===== src/rtl/iob_gpio_sonar_ctrl.sv =====
`default_nettype none
// iob_gpio_sonar_ctrl -- round-robin trigger/echo sequencer for ultrasonic ranging channels.
// Rev 1.0: initial release.
module iob_gpio_sonar_ctrl #(
  parameter int N_CH  = 8,
  parameter int CNT_W = 16
) (
  input  logic             clk,
  input  logic             arst_n,
  input  logic             enable,
  input  logic [N_CH-1:0]  ch_mask,
  input  logic [CNT_W-1:0] trig_len,
  input  logic [CNT_W-1:0] timeout,
  input  logic [CNT_W-1:0] holdoff,
  input  logic [N_CH-1:0]  echo_in,
  output logic [N_CH-1:0]  trig_out,
  output logic             busy,
  output logic             res_valid,
  input  logic             res_ready,
  output logic [2:0]       res_ch,
  output logic [CNT_W-1:0] res_width,
  output logic             res_timeout
);

  typedef enum logic [2:0] {
    S_IDLE, S_SELECT, S_TRIG, S_WAIT_RISE, S_MEASURE, S_REPORT, S_HOLDOFF
  } state_t;

  state_t           state, state_nxt;
  logic [N_CH-1:0]  echo_m, echo_s, trig_nxt;
  logic [2:0]       last, cur_ch, sel_ch, sel_lo, sel_hi, ch_nxt;
  logic             hi_found, echo_sel, load_res, to_nxt;
  logic [CNT_W-1:0] cnt, cnt_nxt, cnt_inc, trig_len_eff, width_nxt;

  always_ff @(posedge clk or negedge arst_n) begin
    if (!arst_n) begin
      echo_m <= '0;
      echo_s <= '0;
    end else begin
      echo_m <= echo_in;
      echo_s <= echo_m;
    end
  end

  // Descending scan leaves the lowest set bit overall and the lowest set bit above last.
  always_comb begin
    sel_lo   = '0;
    sel_hi   = '0;
    hi_found = 1'b0;
    for (int i = N_CH - 1; i >= 0; i--) begin
      if (ch_mask[i]) begin
        sel_lo = 3'(i);
        if (3'(i) > last) begin
          sel_hi   = 3'(i);
          hi_found = 1'b1;
        end
      end
    end
    sel_ch = hi_found ? sel_hi : sel_lo;
  end

  always_comb begin
    echo_sel = 1'b0;
    for (int i = 0; i < N_CH; i++) begin
      if (3'(i) == cur_ch) echo_sel = echo_s[i];
    end
  end

  assign ch_nxt       = (state == S_SELECT) ? sel_ch : cur_ch;
  assign cnt_inc      = cnt + CNT_W'(1);
  assign trig_len_eff = (trig_len == '0) ? CNT_W'(1) : trig_len;
  assign busy         = (state != S_IDLE);

  always_comb begin
    for (int i = 0; i < N_CH; i++) begin
      trig_nxt[i] = (state_nxt == S_TRIG) && (3'(i) == ch_nxt);
    end
  end

  always_comb begin
    state_nxt = state;
    cnt_nxt   = cnt;
    load_res  = 1'b0;
    width_nxt = cnt;
    to_nxt    = 1'b0;
    case (state)
      S_IDLE: begin
        if (enable && (ch_mask != '0)) state_nxt = S_SELECT;
      end
      S_SELECT: begin
        cnt_nxt   = '0;
        state_nxt = (!enable || (ch_mask == '0)) ? S_IDLE : S_TRIG;
      end
      S_TRIG: begin
        if (!enable) begin
          state_nxt = S_IDLE;
        end else if (cnt_inc >= trig_len_eff) begin
          state_nxt = S_WAIT_RISE;
          cnt_nxt   = '0;
        end else begin
          cnt_nxt = cnt_inc;
        end
      end
      S_WAIT_RISE: begin
        if (!enable) begin
          state_nxt = S_IDLE;
        end else if (echo_sel) begin
          state_nxt = S_MEASURE;
          cnt_nxt   = CNT_W'(1);
        end else if (cnt_inc >= timeout) begin
          state_nxt = S_REPORT;
          load_res  = 1'b1;
          width_nxt = '0;
          to_nxt    = 1'b1;
        end else begin
          cnt_nxt = cnt_inc;
        end
      end
      S_MEASURE: begin
        if (!enable) begin
          state_nxt = S_IDLE;
        end else if (!echo_sel) begin
          state_nxt = S_REPORT;
          load_res  = 1'b1;
          width_nxt = cnt;
        end else if (cnt >= timeout) begin
          // Saturate at the limit rather than let the count wrap.
          state_nxt = S_REPORT;
          load_res  = 1'b1;
          width_nxt = timeout;
          to_nxt    = 1'b1;
        end else begin
          cnt_nxt = cnt_inc;
        end
      end
      S_REPORT: begin
        if (res_ready) begin
          cnt_nxt = '0;
          if (!enable)               state_nxt = S_IDLE;
          else if (holdoff != '0)    state_nxt = S_HOLDOFF;
          else                       state_nxt = S_SELECT;
        end
      end
      S_HOLDOFF: begin
        if (!enable) begin
          state_nxt = S_IDLE;
        end else if (cnt_inc >= holdoff) begin
          state_nxt = S_SELECT;
        end else begin
          cnt_nxt = cnt_inc;
        end
      end
      default: state_nxt = S_IDLE;
    endcase
  end

  always_ff @(posedge clk or negedge arst_n) begin
    if (!arst_n) begin
      state       <= S_IDLE;
      cnt         <= '0;
      last        <= 3'(N_CH - 1);
      cur_ch      <= '0;
      trig_out    <= '0;
      res_valid   <= 1'b0;
      res_ch      <= '0;
      res_width   <= '0;
      res_timeout <= 1'b0;
    end else begin
      state    <= state_nxt;
      cnt      <= cnt_nxt;
      trig_out <= trig_nxt;
      if ((state == S_SELECT) && (state_nxt == S_TRIG)) begin
        cur_ch <= sel_ch;
        last   <= sel_ch;
      end
      if (load_res) begin
        res_valid   <= 1'b1;
        res_ch      <= cur_ch;
        res_width   <= width_nxt;
        res_timeout <= to_nxt;
      end else if ((state == S_REPORT) && res_ready) begin
        res_valid <= 1'b0;
      end
    end
  end

endmodule
`default_nettype wire


===== config.mk =====
export PLATFORM = sky130hd
export DESIGN_NAME = iob_gpio_sonar_ctrl
export DESIGN_NICKNAME = d
export VERILOG_FILES = /design/src/rtl/iob_gpio_sonar_ctrl.sv
export SDC_FILE = /design/constraint.sdc
export NUM_CORES = 1
export LEC_CHECK = 0
export ABC_CLOCK_PERIOD_IN_PS = 8300
export CAP_MARGIN = 30
export CORE_ASPECT_RATIO = 0.7
export CORE_MARGIN = 10
export CORE_UTILIZATION = 57
export DETAILED_ROUTE_END_ITERATION = 7
export PLACE_DENSITY = 0.87
export RECOVER_POWER = 100
export SYNTH_ARGS = -nofsm -noshare
export SYNTH_HDL_FRONTEND = slang
export SYNTH_SLANG_ARGS = --single-unit

===== constraint.sdc =====
create_clock -name clk -period 8.3 [get_ports clk]
set_clock_uncertainty 0.1 [all_clocks]
set_input_delay 0.83 -clock clk [delete_from_list [all_inputs] [get_ports clk]]
set_output_delay 0.83 -clock clk [all_outputs]
set_load 0.02 [all_outputs]

==> summary.txt <==
Status
  • Result of the run: finished with violations
  • Violations in the final reports: capacitance limit, slew limit

Synth
  • Fraction of registers with async set/reset: between 90% and 100%
  • Seq/Total Area, Yosys: 35.01%
  • Largest cells by area after synthesis: sky130_fd_sc_hd__dfrtp_1 (33%), sky130_fd_sc_hd__ha_1 (16%), sky130_fd_sc_hd__inv_1 (4.7%), sky130_fd_sc_hd__nand2_1 (4.6%), sky130_fd_sc_hd__a22oi_1 (2.4%)
  • EDFF count, synth: 0
  • Avg Synthesized Cell Area: 8.953 um2
  • Number of distinct library cell variants in the gate-level netlist after synthesis: 60
  • Share of Yosys cell area claimed by the top area cell type: 33.44%
  • YS warnings: 0
  • Flip-flop and latch count after synthesis: 70
  • Commonest register cell after synthesis: sky130_fd_sc_hd__dfrtp_1
  • Biggest area consumer among synthesized cells: sky130_fd_sc_hd__dfrtp_1
  • Post-Synthesis Cells: 560
  • Number of nets produced by synthesis: between 600 and 700
  • Total standard cell area after synthesis: 0.005014 mm2

Global route
  • Number of antenna violations at the first check in global routing: 0
  • Largest net degree at the start of global routing: 71
  • GR Util All Layers: 22.83%
  • Global route total overflow: 0
  • Number of global-route vias before repair: 4793
  • First-pass GRT wire length: 24.36 mm

Pwr
  • P_leak: 3.072 nW
  • Worst voltage drop across the vdd grid: 0.1764 mV
  • Power density of the placed cells: 223.5 mW/mm2
  • Total power: between 0.001 and 0.0015 W

STA
  • WHS: between 200 and 300 ps
  • Period Utilization, post-route: 71.82%
  • Slew at the pin closest to its max-slew limit: 3570 ps
  • Time the worst path needs with I/O delays and setup: 5961 ps
  • Final hold violations: 0
  • Final setup vio count: 0
  • Max Clock Freq: approximately 170 MHz
  • Setup repair after global routing missed its margin: no
  • Count of pins over their slew limit: 71
  • Max-slew headroom: -138.0%
  • Setup TNS: 0 ps

Worst setup path
  • Crit end category: register
  • Endpoint of the worst register-to-register path: cnt[13]
  • Top fanout value on the critical path: 13
  • FF-to-FF path depth: 14
  • Worst setup path category: register to register
  • Endpoint arrival time on the critical path: 6010 ps
  • Required time at the worst-slack endpoint: 8350 ps
  • Register-to-register setup slack: about 2300 ps
  • Element type at the critical path start: register
  • RR Startpoint: cnt[0]

Run
  • Max Cap Violations: 1

Floorplanning
  • Core region area: 0.008513 mm2
  • Die Outline Area: 0.01301 mm2
  • Height of the chip: 98.47 um
  • Starting density of the core: roughly three fifths
  • Die outline width: roughly 130 um
  • Std cell rows: 28
  • Top-level port count: 98

Clocking
  • Reg clk slew, reported paths: 60 ps
  • Buffers from clock root to sink, at most: 2
  • Root buffer cell: sky130_fd_sc_hd__clkbuf_16
  • H-tree levels: 3
  • Clk sinks: 70
  • Clock latency reported for the late side of the worst-skew pair: 330 ps
  • CTS tree: built
  • Post-cts hold buffer count: 0
  • Number of buffers added by the clock tree synthesis step: 9
  • Post-cts repair resize count: 0
  • Post-CTS setup buffer count: 0

Detailed routing
  • Via/cell ratio: 6.239
  • Per-cell routed wire length: 19.60 um
  • Post-route antenna net violation count: 0
  • Initial DRC count: 521
  • Remaining DRCs: 0
  • Vias after detailed routing: between 4000 and 5000
  • Overall routed net length: 15.33 mm
  • Initial DRT Pass Iterations: 5

Finish
  • Seq. cell area: 0.001755 mm2
  • Combined area of the multi-input logic cells: around 0.0029 mm2
  • Area added between synthesis and finish: 27.23%
  • Count of nets after finishing: 790
  • Proportion of layout cells with a drive suffix above 1: 4.381%
  • Fill cell total of the finished layout: roughly 600
  • Number of antenna diodes: 0

Hold path
  • Hold worst-path end: echo_s[5]
  • Worst hold start: echo_m[5]
  • Worst hold path cell count: 0
  • Path class of the lowest-slack min-delay path: register to register

Placement
  • Final weighted congestion in routability-driven placement: 0.8979
  • Detailed placement HPWL: approximately 12 mm
  • Port Buffer Count: 97
## where the power goes
part	switching [W]	internal, W
Sequential	0.0000692	0.000408
Clock	0.000148	0.000233
Combinational	0.000328	0.000239
## routing by layer
layer  part of all wire, %  track usage [%]  up-vias  wire length (um)
met5                     0                0        -                 0
met4                   2.2            6.650        0               330
met3                    11            6.440       40              1717
met2                    44            35.25      307              6679
met1                    43            30.57     2299              6598
li1                      -                -     2233                 -
## cells by family after synthesis
family                   count (synthesis)  synth area share (%)
AO/OA/AOI/OAI                          147                 20.36
XOR/XNOR                                14                 2.446
adder cells (fa/ha/maj)                 65                 16.22
buffers and inverters                   78                 5.989
flip-flops                              70                 35.01
multiplexers                            16                 3.868
AND/OR/NAND/NOR                        170                 16.10
## per-stage QoR
| step | instance area, um2 | worst slack [ps] | utilization (%) | instances |
|---|---|---|---|---|
| after floorplan | 5014 | 4249 | - | 560 |
| after global placement | 6077 | 3309 | 71.38 | 764 |
| after detailed placement | 6088 | 3099 | 71.52 | 765 |
| after CTS | 6387 | 3023 | 75.03 | 781 |
| after global routing | 6379 | 1823 | 74.93 | 782 |
| final | 6379 | 2339 | 74.93 | 782 |
## placed cells by master (no fill, tap or decap), types with 6 or more instances in the layout
master,instances
sky130_fd_sc_hd__clkbuf_16,9
sky130_fd_sc_hd__nor2_1,30
sky130_fd_sc_hd__o21a_1,7
sky130_fd_sc_hd__ha_1,65
sky130_fd_sc_hd__mux2i_1,10
sky130_fd_sc_hd__inv_1,63
sky130_fd_sc_hd__clkdlybuf4s50_1,57
sky130_fd_sc_hd__nand2_1,61
sky130_fd_sc_hd__a211oi_1,10
sky130_fd_sc_hd__dlygate4sd3_1,39
sky130_fd_sc_hd__a21oi_1,24
sky130_fd_sc_hd__xnor2_1,13
sky130_fd_sc_hd__dfrtp_1,67
sky130_fd_sc_hd__a22oi_1,16
sky130_fd_sc_hd__nor3_1,11
sky130_fd_sc_hd__a21o_1,10
sky130_fd_sc_hd__a31oi_1,7
sky130_fd_sc_hd__nand4_1,9
sky130_fd_sc_hd__nor4_1,11
sky130_fd_sc_hd__o21ai_0,26
sky130_fd_sc_hd__o211ai_1,6
sky130_fd_sc_hd__nand3_1,21
## cells in the mapped netlist (all sizes together) (3+ instances only)
cell and number:
mux2i 10, buf 5, o21ai 29, o211ai 6, nand3 21, a21o 10, a211oi 10, o2111ai 3
inv 64, a221oi 5, ha 65, nand3b 3, a221o 3, nor2 31, a32o 3, nor3 11
nand4 9, dfstp 3, nand2 61, nor2b 5, o22ai 5, nand2b 5, or3 3, and3 5
xnor2 13, o21a 7, a21oi 24, a31oi 7, a22oi 16, mux2 4, nor4 11, clkbuf 9
a211o 3, dfrtp 67
## registers in the layout, summed over array words and instances, names as in the netlist
register     cells
cnt             16
res_width       16
echo_m           8
echo_s           8
trig_out         8
cur_ch           3
last             3
res_ch           3
state            3
res_timeout      1
res_valid        1
## worst max path at each step
stage	from	end	slack [ps]	cells after the start
after floorplan	cnt[0]	cnt[10]	4250	15
after CTS	cnt[0]	cnt[13]	3020	14
after global routing	cnt[0]	cnt[13]	1820	14
after global placement	cnt[0]	cnt[0]	3310	14
after detailed placement	cnt[0]	cnt[13]	3100	14
final	cnt[0]	cnt[13]	2340	14
## cell type report
cell class              count  area share, %
inverters                  64          3.766
repair buffers            100          15.44
clock inverters             7          1.157
flip-flops and latches     70          27.52
multi-input cells         412          46.23
clock buffers               9          3.531
well taps                 120          2.354
## worst max-delay path, stage by stage, from the launching register on
cell                       delay [ps]
sky130_fd_sc_hd__dfrtp_1          520
sky130_fd_sc_hd__ha_1             280
sky130_fd_sc_hd__nand3_1          160
sky130_fd_sc_hd__nor4_1           770
sky130_fd_sc_hd__nand3_1          190
sky130_fd_sc_hd__xnor2_1          370
sky130_fd_sc_hd__ha_1             330
sky130_fd_sc_hd__a21oi_1          160
sky130_fd_sc_hd__nand2_1           70
sky130_fd_sc_hd__a211oi_1         230
sky130_fd_sc_hd__a21oi_1          100
sky130_fd_sc_hd__a211oi_1         540
sky130_fd_sc_hd__a31oi_1          470
sky130_fd_sc_hd__a21oi_1         1240
sky130_fd_sc_hd__mux2i_1          240
Note: power is estimated with default switching activity, not from simulation.
==> patch, RTL diff (same settings) <==
Encoding of `state_t`: now one-hot (7 bits for 7 states).
--- a/src/rtl/iob_gpio_sonar_ctrl.sv
+++ b/src/rtl/iob_gpio_sonar_ctrl.sv
@@ -24,4 +24,4 @@
 
-  typedef enum logic [2:0] {
-    S_IDLE, S_SELECT, S_TRIG, S_WAIT_RISE, S_MEASURE, S_REPORT, S_HOLDOFF
+  typedef enum logic [6:0] {
+    S_IDLE = 7'b0000001, S_SELECT = 7'b0000010, S_TRIG = 7'b0000100, S_WAIT_RISE = 7'b0001000, S_MEASURE = 7'b0010000, S_REPORT = 7'b0100000, S_HOLDOFF = 7'b1000000
   } state_t;
Function: same outputs for any inputs over 4 cycles, from zero or initial values and one cycle with arst_n low; so few cycles prove little.
==> patch against the unedited design <==
The flow still finishes with violations (capacitance limit, slew limit); critical path type unchanged; setup slack better by 0.17 ns; wire length down 0.97%; global-route usage down 0.81 points; area after synthesis up 6.8%; sequential cell count up 4; cell area up 3.6%; first-iteration DRC count down 18%.
Power is not compared: it rests on default switching activity, and its combinational part moved more than twofold at a synthesized area within 25%.
==> patch: results <==
set metrics [dict create \
    final_max_slew_viol_count 110 \
    postSynth.asyncResetShare_pct 100 \
    total_placed_cells_including_tap_cells 786 \
    max-cap-violations 2 \
    drtIter0Drc 427 \
    detailedPlace.worstSlack_ns 3.49 \
    irDropWorstVdd_mv 0.0992 \
    routed_wire_length_per_instance_um 18.9 \
    net-switching-power_uw 341 \
    reg.largest.list "cnt x16, res_width x16" \
    fin_setup_tns_ns 0 \
    grt_pass1_wl_um 24400 \
    cts_made_buffers 9 \
    fin_nets 806 \
    cts.path.max_buffers 2 \
    num_antenna_cells 0 \
    synthDistinctLibCells 65 \
    numPortBuffers 97 \
    clk-insertion-delay-late_ns 0.34 \
    synth-warning-count 0 \
    grt_max_degree 75 \
    grt_pass1_vias 4813 \
    drtPass1Iterations 7 \
    wl_met1_um 6700 \
    grtUsageTotal_pct 22.0 \
    yosys_most_used_dff "dfrtp_1" \
    dp.final_hpwl_um 11900 \
    area_after_dpl_mm2 0.00640 \
    met2_wirelength_um 6670 \
    synthesis.area_per_instance_um2 9.24 \
    total_nets_after_synthesis 712 \
    highest_layer "met4" \
    routed-wl-met3_um 1600 \
    grt_antenna_before_repair 0 \
    synth_area_leaders "dfrtp_1 33%, ha_1 15%, inv_1 4.3%, nor2_1 3.3%, a21oi_1 2.9%" \
    clock_tree.htree_level_count 3 \
    crit_path_max_fanout 34 \
    cts-root-buf "clkbuf_16" \
    critical-path-slowest-cell "clkbuf_1" \
    run_status "complete, but fails checks" \
    final_layout_size_suffix_gt1_share_pct 6.49 \
    cpPeakStageDelay_ns 1.25 \
    post_synth_most_frequent_cells "70 x dfrtp_1, 65 x ha_1, 61 x inv_1, 47 x nor2_1, 38 x nand2_1" \
    failed_checks "capacitance limit, slew limit" \
    dr_total_vias 4969 \
    static-leakage-power_uw 0.00329 \
    routed_wirelength_um 15200 \
    tightestPinTransition_ns 3.78 \
    worst_ep_arrival_time_ns 5.91 \
    portion_of_the_post_synthesis_area_used_by_sequential_elements_pct 34.7 \
    count_of_instances_resized_after_the_clock_tree_is_built 0 \
    gpl.final_weighted_congestion 0.888 \
    number_of_setup_buffers_added_after_cts 0 \
    path_clk_slew_ns 0.06 \
    path_delay_family "compound AO/OA/AOI/OAI gates" \
    hold_class "reg2reg" \
]
-- patch: layer usage --
metal | vias up | global-route usage, %
met5 | - | 0
met4 | 0 | 6.52
met2 | 273 | 34.3
met3 | 25 | 5.28
li1 | 2312 | -
met1 | 2359 | 29.7
-- patch: path summary, 6_finish.rpt --
| check | from | endpoint | slack [ns] | cells past startpoint |
|---|---|---|---|---|
| min | echo_m[3]$_DFF_PN0_ | echo_s[3]$_DFF_PN0_ | 0.24 | 0 |
| max reg2reg | cnt[0]$_DFFE_PN0P_ | res_ch[1]$_DFFE_PN0P_ | 2.51 | 14 |
| max in group asynchronous | arst_n | res_width[3]$_DFFE_PN0P_ | 4.18 | 2 |
| max | cnt[0]$_DFFE_PN0P_ | res_ch[1]$_DFFE_PN0P_ | 2.51 | 14 |
| min reg2reg | echo_m[3]$_DFF_PN0_ | echo_s[3]$_DFF_PN0_ | 0.24 | 0 |
| min in group asynchronous | arst_n | state[3]$_DFF_PN0_ | 1.80 | 2 |
-- patch: logic make-up after synthesis --
group | Yosys count | share of synthesized area [%]
simple gates | 172 | 16.5
compound gates | 166 | 22.2
buf+inv | 78 | 6.36
flops | 74 | 34.7
fa+ha+maj | 65 | 15.2
xor+xnor | 15 | 2.45
mux | 9 | 2.64
-- patch: cell type report --
type | instances | area, um^2
Clock buffer | 10 | 229
Clock inverter | 6 | 43.8
Fill cell | 681 | 2500
Inverter | 62 | 233
Multi-Input combinational cell | 427 | 3120
Sequential cell | 74 | 1860
Tap cell | 124 | 155
Timing Repair Buffer | 99 | 973
-- patch: power groups by stage --
stage / Sequential [uW] / Clock, uW / Combinational [uW]
finish: 430 / 353 / 266
global route: 433 / 370 / 292
CTS: 428 / 357 / 264
detailed placement: 434 / 0 / 263
global placement: 430 / 0 / 250
floorplan: 418 / 0 / 175
